**src/rtl/sys_ctrl.sv**
```systemverilog
// sys_ctrl: UART command decoder driving a register file and returning read data as two bytes.
// Ports: CLK/RST (async active-low) | RX_P_Data, RX_D_VLD: received bytes |
//        RdData: register-file read data | TX_Busy: transmitter busy |
//        WrEn, RdEn, Address, WrData: register-file strobes/bus |
//        TX_P_Data, TX_D_VLD: byte offered to the transmitter | CMD_ERR: unknown-opcode pulse.
module sys_ctrl #(
  parameter int          DATA_WIDTH = 16,
  parameter int          ADDR_WIDTH = 4,
  parameter logic [7:0]  WR_CMD     = 8'hAA,
  parameter logic [7:0]  RD_CMD     = 8'hBB
) (
  input  logic                  CLK,
  input  logic                  RST,
  input  logic [7:0]            RX_P_Data,
  input  logic                  RX_D_VLD,
  input  logic [DATA_WIDTH-1:0] RdData,
  input  logic                  TX_Busy,
  output logic                  WrEn,
  output logic                  RdEn,
  output logic [ADDR_WIDTH-1:0] Address,
  output logic [DATA_WIDTH-1:0] WrData,
  output logic [7:0]            TX_P_Data,
  output logic                  TX_D_VLD,
  output logic                  CMD_ERR
);
  typedef enum logic [3:0] {
    IDLE, WR_ADDR, WR_DLO, WR_DHI, WR_EXEC, RD_ADDR, RD_EXEC, RD_CAPT,
    TX_LO, TX_LO_WAIT, TX_HI, TX_HI_WAIT
  } state_t;
  state_t r_state, w_state_nx;
  logic [DATA_WIDTH-1:0] r_rd_data;
  logic w_tx;
  assign w_tx = (r_state == TX_LO) || (r_state == TX_HI);
  always_ff @(posedge CLK or negedge RST)
    if (!RST) r_state <= IDLE;
    else      r_state <= w_state_nx;
  // TX_D_VLD is itself a register, so "byte accepted" is VLD seen together with Busy.
  always_comb begin
    w_state_nx = r_state;
    case (r_state)
      IDLE:       if (RX_D_VLD) w_state_nx = (RX_P_Data == WR_CMD) ? WR_ADDR :
                                             (RX_P_Data == RD_CMD) ? RD_ADDR : IDLE;
      WR_ADDR:    if (RX_D_VLD) w_state_nx = WR_DLO;
      WR_DLO:     if (RX_D_VLD) w_state_nx = WR_DHI;
      WR_DHI:     if (RX_D_VLD) w_state_nx = WR_EXEC;
      WR_EXEC:    w_state_nx = IDLE;
      RD_ADDR:    if (RX_D_VLD) w_state_nx = RD_EXEC;
      RD_EXEC:    w_state_nx = RD_CAPT;
      RD_CAPT:    w_state_nx = TX_LO;
      TX_LO:      if (TX_D_VLD && TX_Busy) w_state_nx = TX_LO_WAIT;
      TX_LO_WAIT: if (!TX_Busy) w_state_nx = TX_HI;
      TX_HI:      if (TX_D_VLD && TX_Busy) w_state_nx = TX_HI_WAIT;
      TX_HI_WAIT: if (!TX_Busy) w_state_nx = IDLE;
      default:    w_state_nx = IDLE;
    endcase
  end
  // Strobes are registered from the next state so they are high exactly while
  // the FSM sits in WR_EXEC / RD_EXEC; read data then arrives during RD_CAPT.
  always_ff @(posedge CLK or negedge RST)
    if (!RST) begin
      WrEn      <= 1'b0;
      RdEn      <= 1'b0;
      CMD_ERR   <= 1'b0;
      Address   <= '0;
      WrData    <= '0;
      r_rd_data <= '0;
      TX_P_Data <= '0;
      TX_D_VLD  <= 1'b0;
    end else begin
      WrEn    <= w_state_nx == WR_EXEC;
      RdEn    <= w_state_nx == RD_EXEC;
      CMD_ERR <= (r_state == IDLE) && RX_D_VLD && (w_state_nx == IDLE);
      if (RX_D_VLD && (r_state == WR_ADDR || r_state == RD_ADDR)) Address <= RX_P_Data[ADDR_WIDTH-1:0];
      if (RX_D_VLD && r_state == WR_DLO) WrData[7:0] <= RX_P_Data;
      if (RX_D_VLD && r_state == WR_DHI) WrData[DATA_WIDTH-1 -: 8] <= RX_P_Data;
      if (r_state == RD_CAPT) r_rd_data <= RdData;
      if (w_tx && !TX_D_VLD && !TX_Busy) begin
        TX_D_VLD  <= 1'b1;
        TX_P_Data <= (r_state == TX_LO) ? r_rd_data[7:0] : r_rd_data[DATA_WIDTH-1 -: 8];
      end else if (w_tx && TX_D_VLD && TX_Busy) TX_D_VLD <= 1'b0;
    end
endmodule
```
**config.mk**
```make
export PLATFORM = sky130hd
export DESIGN_NAME = sys_ctrl
export DESIGN_NICKNAME = d
export VERILOG_FILES = /design/src/rtl/sys_ctrl.sv
export SDC_FILE = /design/constraint.sdc
export NUM_CORES = 1
export LEC_CHECK = 0
export ABC_AREA = 1
export CAP_MARGIN = 20
export CORE_MARGIN = 5
export CORE_UTILIZATION = 48
export CTS_CLUSTER_DIAMETER = 80
export DETAILED_ROUTE_END_ITERATION = 10
export PLACE_DENSITY = 0.79
export SLEW_MARGIN = 30
export SYNTH_ARGS = -nofsm -noshare
export SYNTH_HDL_FRONTEND = slang
export SYNTH_SLANG_ARGS = --single-unit
```
**constraint.sdc**
```tcl
create_clock -name CLK -period 1.75 [get_ports CLK]
set_input_delay 0.175 -clock CLK [delete_from_list [all_inputs] [get_ports CLK]]
set_output_delay 0.175 -clock CLK [all_outputs]
set_load 0.01 [all_outputs]
```
==> results of run 1 <==
-- through the flow --
stage               cell area, µm²  setup slack (ps)  std cells  total power, W  hold WS (ps)
floorplan                     2270               433        228         0.00288          -121
global placement              2920               237        340         0.00383           134
detailed placement            2920               239        340         0.00387           133
CTS                           3030               252        349         0.00456           350
global route                  3030              94.6        349         0.00484           410
finish                        3030               255        349         0.00452           361
-- cell families after synthesis --
group	after synthesis
simple gates	98
compound gates	34
flops	52
buf+inv	28
mux	16
-- synthesized netlist by cell type --
| library cell | count | area share |
|---|---|---|
| dfrtp_1 | 52 | 0.57 |
| o21ai_0 | 14 | 0.031 |
| o31ai_1 | 1 | 0.0033 |
| nand3_4 | 1 | 0.0077 |
| nor3_1 | 1 | 0.0022 |
| nor2_1 | 23 | 0.038 |
| nand4_1 | 1 | 0.0028 |
| nor4_4 | 1 | 0.0094 |
| nand2_1 | 49 | 0.081 |
| nand3_1 | 16 | 0.035 |
| inv_2 | 2 | 0.0033 |
| buf_2 | 2 | 0.0044 |
| nand3b_1 | 1 | 0.0033 |
| a21boi_0 | 1 | 0.0033 |
| mux2_2 | 16 | 0.079 |
| a21oi_1 | 2 | 0.0044 |
| a31oi_1 | 8 | 0.022 |
| nand2_2 | 1 | 0.0028 |
| nand2_4 | 1 | 0.0050 |
| nor2_2 | 3 | 0.0083 |
| o21ai_2 | 8 | 0.031 |
| buf_6 | 3 | 0.015 |
| inv_1 | 21 | 0.035 |
-- report_power, final --
part	internal (W)	switching [W]	total, W
Sequential	0.00168	0.000305	0.00198
Clock	0.000322	0.000368	0.000690
Combinational	0.000997	0.000854	0.00185
-- worst reg2reg max path, delay by kind of cell, from the launching register on --
family | cells | cell delay [ps]
buf+inv | 2 | 210
flops | 1 | 470
simple gates | 6 | 740
-- how the worst max path moves through the flow --
stage / start / endpoint / slack (ps)
after global placement: RX_D_VLD / CMD_ERR$_DFF_PN0_ / 240
after detailed placement: RX_D_VLD / WrData[13]$_DFFE_PN0P_ / 240
after global routing: r_state[0]$_DFF_PN0_ / CMD_ERR$_DFF_PN0_ / 90
final: r_state[0]$_DFF_PN0_ / CMD_ERR$_DFF_PN0_ / 260
after CTS: r_state[0]$_DFF_PN0_ / CMD_ERR$_DFF_PN0_ / 250
after floorplan: r_state[0]$_DFF_PN0_ / CMD_ERR$_DFF_PN0_ / 430
-- per-layer routing --
layer  up-vias  global-route usage
met3         4              0.0283
met5         -                   0
met2        36               0.255
met1       801               0.220
met4         0              0.0490
li1        880                   -
-- layout make-up --
type | instances | area share
clock buffer | 7 | 0.0285
clock inverter | 1 | 0.00248
inverter | 23 | 0.0285
multi-input combinational | 148 | 0.277
sequential | 52 | 0.430
tap | 54 | 0.0223
timing repair buffer | 64 | 0.211
-- repair_timing --
item | 4_1_cts | 5_1_grt
buffers inserted | 0 | 0
hold buffers | 1 | 0
hold endpoints to repair | 17 | 0
resized for setup | 0 | 0
-- sequential cells by signal, summed over array words and instances, names as in the netlist --
signal,flops
TX_D_VLD,1
WrEn,1
r_rd_data,16
WrData,16
CMD_ERR,1
RdEn,1
TX_P_Data,8
r_state,4
Address,4
==> results.py, run 1 <==
metrics = {
    "floorplanning": {
        "ioPinCount": 60,
        "die_w_um": 78.8,
        "start_util": 0.487,
        "die_area_um2": 6210,
        "rows": 25,
        "die_h_um": 78.8,
        "core_um2": 4660,
    },
    "clocking": {
        "clk_pin_slew_ps": 90,
        "clock-sinks": 52,
        "clk_path_buf_depth": 2,
        "cts_buffers": 5,
        "cts-root-buf": "clkbuf_8",
        "cts.htree.levels": 2,
        "clkLatencyLatePin_ps": 290,
        "cts_tree": "built",
    },
    "timing": {
        "rsz0062_at_grt": "false",
        "slew_headroom": 0.714,
        "worst_slew_pin_slew_ps": 429,
        "setup_viol_count_final": 0,
        "period_share": 0.854,
        "fin_setup_tns_ps": 0,
        "skew_ps": 5.76,
        "slew_violations": 0,
        "hold_viol": 0,
        "fmax_ghz": 0.669,
        "finalCriticalPeriod_ps": 1490,
    },
    "drt": {
        "num_vias": 1721,
        "drc": 0,
        "dr.pass1.iters": 4,
        "met1_length_mm": 2.19,
        "via_per_inst": 4.93,
        "highest_layer": "met4",
        "drt-wirelength-per-cell_um": 13.3,
        "wl_met2_mm": 2.27,
        "dr_wl_met3_um": 128,
        "detail-route-antenna-nets": 0,
        "wirelength_mm": 4.65,
        "drt_iter0_drc": 112,
    },
    "setup_path": {
        "end_kind": "flop",
        "crit_family": "simple AND/OR/NAND/NOR gates",
        "cp_num_cells": 8,
        "r2r_setup_slack_ps": 260,
        "crit_fanout": 17,
        "worstPathRequired_ps": 1970,
        "critPathKind": "flop to flop",
        "reg2reg_depth": 8,
        "slowest_stage": "dfrtp_1",
        "critPathArrivalTime_ps": 1710,
        "path_cells": "inv_1 > nand2_1 > inv_1 > nand3_4 > nand3_1 > nor2_1 > nand3_1 > nor2_1",
        "r2r_end": "CMD_ERR$_DFF_PN0_",
        "critPathBufInv": 2,
        "r2r_start": "r_state[0]$_DFF_PN0_",
        "cp-start-kind": "flop",
        "slowest_delay_ps": 470,
    },
    "status": {
        "status": "complete, no violations",
    },
    "placement": {
        "place_hpwl_mm": 3.50,
        "portBuffers": 59,
        "gp_congestion": 0.856,
    },
    "synthesis": {
        "synth_top_family_by_area": "simple AND/OR/NAND/NOR gates",
        "synth_area_per_cell_um2": 9.96,
        "syn_inst": 228,
        "synth_xor_xnor_area_share": 0,
        "seq_area_frac_synth": 0.573,
        "synth_compound_area_frac": 0.0948,
        "syn-cell-area_um2": 2270,
        "synth_simple_gate_area_frac": 0.196,
        "yosysUniqueCellTypes": 23,
        "syn_nets": 256,
        "synthMuxAreaShare": 0.0793,
        "yosysWarnings": 0,
        "synthAdderAreaFrac": 0,
        "ys_ff_latch": 52,
    },
    "layout": {
        "areaGrowthSynthToFinish_pct": 33.3,
        "diodes": 0,
        "finalNetCount": 322,
        "final_common_cell": "clkdlybuf4s50_1",
        "ff_latch_area_um2": 1300,
        "nFillCells": 368,
        "final_cell_mix": "clkdlybuf4s50_1, dfrtp_1, nand2_1, nor2_1, inv_1",
        "drive_above_1_share": 0.153,
        "finish.utilization": 0.649,
        "multi_input_area_um2": 840,
    },
    "global_routing": {
        "grt_pass1_vias": 1697,
        "grt_use_total": 0.159,
        "grt_max_degree": 36,
        "antenna_found_initial": 0,
        "grt_overflow": 0,
        "grt_pass1_wl_mm": 7.83,
    },
    "power_and_ir_drop": {
        "leakage_nw": 1.41,
        "powerDensity_nw_per_um2": 1490,
        "max-vdd-ir-drop_mv": 0.721,
    },
    "worst_hold_path": {
        "hold_path.class": "primary input to asynchronous set/reset pin",
    },
    "flow_run": {
        "maxCapViolations": 0,
    },
}
No activity file was read; power rests on OpenSTA's default activity.
==> run 2, diff against run 1 <==
--- a/config.mk
+++ b/config.mk
@@ -12,6 +12,7 @@
 export CTS_CLUSTER_DIAMETER = 80
 export DETAILED_ROUTE_END_ITERATION = 10
 export PLACE_DENSITY = 0.79
+export RECOVER_POWER = 25
 export SLEW_MARGIN = 30
 export SYNTH_ARGS = -nofsm -noshare
 export SYNTH_HDL_FRONTEND = slang
==> run 2 against run 1 <==
  * Maximum frequency unchanged
  * Via count unchanged
  * Global-route usage is the same
  * Worst hold slack improved by 130 ps
  * Sequential power is essentially flat
  * Critical path depth is the same
  * Non-clock buffer count did not move
  * Routed wire length is essentially flat
  * Design area is essentially flat
  * Largest cell class unchanged
==> results.py, run 2 (synthesis gave the netlist of run 1 again) <==
metrics = {
    "clocking": {
        "clk_path_buf_depth": 2,
        "cts_buffers": 5,
        "hold_buffers": 1,
        "cts_post_setup_buffers_inserted": 0,
        "clk_pin_slew_ps": 90,
        "cts.htree.levels": 2,
        "clkLatencyLatePin_ps": 290,
        "clock-sinks": 52,
        "cts_tree": "built",
        "ctsResizeCount": 0,
        "cts-root-buf": "clkbuf_8",
    },
    "drt": {
        "num_vias": 1721,
        "dr.pass1.iters": 4,
        "via_per_inst": 4.93,
        "drt_iter0_drc": 112,
        "wirelength_mm": 4.65,
        "detail-route-antenna-nets": 0,
        "drt-wirelength-per-cell_um": 13.3,
        "drc": 0,
    },
    "timing": {
        "slew_violations": 0,
        "finalWorstSetupSlack_ps": 255,
        "fin_setup_tns_ps": 0,
        "hold_viol": 0,
        "setup_viol_count_final": 0,
        "period_share": 0.854,
        "slew_headroom": 0.315,
        "skew_ps": 5.76,
        "fmax_ghz": 0.669,
        "rsz0062_at_grt": "false",
        "worst_slew_pin_slew_ps": 1030,
        "finalCriticalPeriod_ps": 1490,
    },
    "setup_path": {
        "critPathKind": "flop to flop",
        "worstPathRequired_ps": 1970,
        "critPathArrivalTime_ps": 1710,
        "crit_fanout": 17,
        "end_kind": "flop",
        "cp-start-kind": "flop",
    },
    "floorplanning": {
        "die_area_um2": 6210,
        "ioPinCount": 60,
        "die_h_um": 78.8,
        "start_util": 0.487,
        "core_um2": 4660,
        "die_w_um": 78.8,
        "rows": 25,
    },
    "global_routing": {
        "grt_pass1_vias": 1697,
        "antenna_found_initial": 0,
        "grt_overflow": 0,
        "grt_max_degree": 36,
        "grt_pass1_wl_mm": 7.83,
        "grt_use_total": 0.159,
    },
    "power_and_ir_drop": {
        "leakage_nw": 1.41,
        "max-vdd-ir-drop_mv": 0.721,
        "powerDensity_nw_per_um2": 1490,
    },
    "layout": {
        "nFillCells": 369,
        "multi_input_area_um2": 840,
        "ff_latch_area_um2": 1300,
        "areaGrowthSynthToFinish_pct": 33.2,
        "diodes": 0,
        "final_common_cell": "clkdlybuf4s50_1",
        "final_cell_mix": "clkdlybuf4s50_1, dfrtp_1, nand2_1, nor2_1, inv_1",
        "postLayoutCellArea_um2": 3030,
        "largestRegisters": "WrData: 16 flops, r_rd_data: 16 flops, TX_P_Data: 8 flops",
        "drive_above_1_share": 0.149,
        "finalNetCount": 322,
    },
    "status": {
        "status": "complete, no violations",
    },
    "placement": {
        "place_area_um2": 2920,
        "pre_cts_ws_ps": 239,
        "gp_congestion": 0.856,
        "portBuffers": 59,
        "place_hpwl_mm": 3.50,
    },
    "flow_run": {
        "maxCapViolations": 0,
    },
    "worst_hold_path": {
        "hold_path.class": "primary input to flop",
    },
}
-- run 2: cell types whose count changed in the layout (fill, tap and decap cells not counted) --
cell | previous run | this run
buf_2 | 1 | 0
clkbuf_1 | 1 | 2
-- run 2: through the flow --
stage	hold slack (ps)	utilization	total power [W]	std cells
finish	488	0.649	0.00452	349
floorplan	-121	-	0.00288	228
detailed placement	133	0.627	0.00387	340
CTS	350	0.649	0.00456	349
global route	473	0.649	0.00484	349
global placement	134	0.627	0.00383	340
-- run 2: final timing paths --
kind                            slack, ps                         to              startpoint  cells past startpoint
worst max-delay path                  260          CMD_ERR$_DFF_PN0_    r_state[0]$_DFF_PN0_                      8
worst min-delay path                  490  r_rd_data[15]$_DFFE_PN0P_              RdData[15]                      2
worst max register to register        260          CMD_ERR$_DFF_PN0_    r_state[0]$_DFF_PN0_                      8
worst min register to register        490     Address[0]$_DFFE_PN0P_  Address[0]$_DFFE_PN0P_                      2
max in group asynchronous             450   TX_P_Data[1]$_DFFE_PN0P_                     RST                      3
min in group asynchronous             590      WrData[7]$_DFFE_PN0P_                     RST                      2
-- run 2: area by class of cell --
type / count / area share
clock inverters: 1 / 0.00248
repair buffers: 64 / 0.211
multi-input cells: 148 / 0.278
flip-flops and latches: 52 / 0.430
well taps: 54 / 0.0223
clock buffers: 7 / 0.0285
inverters: 23 / 0.0285
-- run 2: critical path, cell delays in order (launching register included) --
cell	delay (ps)
dfrtp_1	470
inv_1	120
nand2_1	110
inv_1	90
nand3_4	150
nand3_1	130
nor2_1	150
nand3_1	80
nor2_1	120
-- run 2: layer usage --
layer  track usage  vias up  share of wire
li1              -      880              -
met2         0.255       36           0.49
met3        0.0283        4          0.028
met4        0.0490        0          0.012
met1         0.220      801           0.47
met5             0        -              0
-- run 2: where the power goes --
part	leakage (nW)	switching, W	internal (W)	total, W
registers	0.634	0.000305	0.00168	0.00198
clock network	0.0445	0.000368	0.000322	0.000690
logic	0.727	0.000854	0.000997	0.00185
total	1.41	0.00153	0.00299	0.00452
==> run 3, diff against run 2 <==
--- a/config.mk
+++ b/config.mk
@@ -8,10 +8,10 @@
 export ABC_AREA = 1
 export CAP_MARGIN = 20
 export CORE_MARGIN = 5
-export CORE_UTILIZATION = 48
+export CORE_UTILIZATION = 52
 export CTS_CLUSTER_DIAMETER = 80
 export DETAILED_ROUTE_END_ITERATION = 10
-export PLACE_DENSITY = 0.79
+export PLACE_DENSITY = 0.85
 export RECOVER_POWER = 25
 export SLEW_MARGIN = 30
 export SYNTH_ARGS = -nofsm -noshare
==> constraint.sdc (replaced) <==
create_clock -name CLK -period 1.9 [get_ports CLK]
set_input_delay 0.19 -clock CLK [delete_from_list [all_inputs] [get_ports CLK]]
set_output_delay 0.19 -clock CLK [all_outputs]
set_load 0.01 [all_outputs]
==> run 3 against run 2 <==
  * Core utilization increased by 5.4 points
  * Count of clock-buffer cells in the layout is the same
  * Combinational power decreased by 7%
  * Clock skew up 2.0 ps
  * Sequential power shrank 8%
  * Design area decreased by 0.17%
  * Power fell by 7.1%
  * Register-to-register slack gained 160 ps
  * Worst hold slack got worse by 4.8 ps
  * First-iteration DRC count is 27% lower
  * Largest cell class unchanged
==> results.py, run 3 (synthesis gave the netlist of run 1 again) <==
metrics = {
    "status": {
        "status": "complete, no violations",
    },
    "timing": {
        "hold_slack_ps": 484,
        "finalCriticalPeriod_ps": 1490,
        "setup_viol_count_final": 0,
        "rsz0062_at_grt": "false",
        "fmax_ghz": 0.673,
        "skew_ps": 7.79,
        "slew_headroom": 0.281,
        "fin_setup_tns_ps": 0,
        "worst_slew_pin_slew_ps": 1080,
        "hold_viol": 0,
        "slew_violations": 0,
        "period_share": 0.782,
        "finalWorstSetupSlack_ps": 414,
    },
    "clocking": {
        "clkLatencyLatePin_ps": 300,
        "cts_buffers": 5,
        "clk_pin_slew_ps": 90,
        "cts_post_setup_buffers_inserted": 0,
        "clock-sinks": 52,
        "cts_tree": "built",
        "clk_path_buf_depth": 2,
        "cts-root-buf": "clkbuf_8",
        "ctsResizeCount": 0,
        "cts.htree.levels": 2,
    },
    "layout": {
        "postLayoutCellArea_um2": 3020,
        "drive_above_1_share": 0.153,
        "diodes": 0,
        "final_common_cell": "clkdlybuf4s50_1",
        "final_cell_mix": "clkdlybuf4s50_1, dfrtp_1, nand2_1, nor2_1, inv_1",
        "finish.utilization": 0.703,
        "finalNetCount": 323,
        "largestRegisters": "WrData: 16 flops, r_rd_data: 16 flops, TX_P_Data: 8 flops",
        "areaGrowthSynthToFinish_pct": 33.0,
    },
    "drt": {
        "wirelength_mm": 4.88,
        "drt-wirelength-per-cell_um": 14.1,
        "detail-route-antenna-nets": 0,
        "drt_iter0_drc": 82,
        "num_vias": 1786,
        "drc": 0,
        "dr.pass1.iters": 4,
        "via_per_inst": 5.15,
    },
    "setup_path": {
        "end_kind": "output pin",
        "cp-start-kind": "flop",
        "critPathBufInv": 1,
        "crit_fanout": 4,
        "critPathArrivalTime_ps": 1300,
        "crit_family": "buffers and inverters",
        "slowest_delay_ps": 560,
        "worstPathRequired_ps": 1710,
        "critPathKind": "flop to output pin",
        "slowest_stage": "clkdlybuf4s50_1",
        "path_cells": "clkdlybuf4s50_1",
    },
    "floorplanning": {
        "rows": 24,
        "ioPinCount": 60,
        "start_util": 0.529,
        "core_um2": 4290,
        "die_area_um2": 5790,
        "die_h_um": 76.1,
        "die_w_um": 76.1,
    },
    "global_routing": {
        "grt_pass1_wl_mm": 8.50,
        "grt_max_degree": 22,
        "grt_use_total": 0.178,
        "grt_pass1_vias": 1846,
        "antenna_found_initial": 0,
        "grt_overflow": 0,
    },
    "placement": {
        "pre_cts_ws_ps": 370,
        "gp_congestion": 0.948,
        "portBuffers": 59,
        "place_hpwl_mm": 3.79,
        "place_area_um2": 2920,
    },
    "power_and_ir_drop": {
        "max-vdd-ir-drop_mv": 0.814,
        "powerDensity_nw_per_um2": 1390,
        "leakage_nw": 1.41,
    },
    "worst_hold_path": {
        "hold_path.class": "flop to flop",
    },
    "flow_run": {
        "maxCapViolations": 0,
    },
}
-- run 3: repair_timing --
action,CTS,global route
hold buffers,1,0
endpoints found under the setup margin,0,0
endpoints found under the hold margin,19,0
-- run 3: area by class of cell --
class	instances	area, µm²
Timing Repair Buffer	65	632
Multi-Input combinational cell	148	840
Fill cell	330	1270
Tap cell	52	65.1
Clock buffer	7	96.3
Inverter	23	86.3
Sequential cell	52	1300
-- run 3: worst min-delay path, stage by stage (launching register included) --
cell     delay [ps]
dfrtp_1         350
nand2_1          60
o21ai_2          40
-- run 3: path summary, 6_finish.rpt --
kind	endpoint	slack [ps]	cells after the start	start
setup reg to reg	TX_P_Data[1]$_DFFE_PN0P_	420	6	r_state[3]$_DFF_PN0_
hold reg to reg	WrData[11]$_DFFE_PN0P_	480	2	WrData[11]$_DFFE_PN0P_
setup / recovery	TX_D_VLD	410	1	TX_D_VLD$_DFFE_PN0P_
min in group asynchronous	WrData[14]$_DFFE_PN0P_	630	2	RST
hold / removal	WrData[11]$_DFFE_PN0P_	480	2	WrData[11]$_DFFE_PN0P_
max in group asynchronous	r_rd_data[10]$_DFFE_PN0P_	430	3	RST
-- run 3: per-stage QoR --
stage,cells,power [W]
finish,347,0.00420
global route,347,0.00449
CTS,347,0.00424
detailed placement,339,0.00358
global placement,339,0.00352
floorplan,228,0.00265
-- run 3: per-layer routing --
| metal | vias up | part of all wire | GRT usage |
|---|---|---|---|
| met2 | 34 | 0.50 | 0.285 |
| met3 | 9 | 0.037 | 0.0331 |
| met1 | 861 | 0.44 | 0.237 |
| li1 | 882 | - | - |
| met4 | 0 | 0.021 | 0.0734 |
| met5 | - | 0 | 0 |
-- run 3: where the power goes --
part / leakage [nW] / switching [W] / total [W] / internal, W
clock: 0.0503 / 0.000331 / 0.000656 / 0.000325
sequential: 0.634 / 0.000276 / 0.00182 / 0.00154
combinational: 0.727 / 0.000807 / 0.00172 / 0.000917
total: 1.41 / 0.00141 / 0.00420 / 0.00278
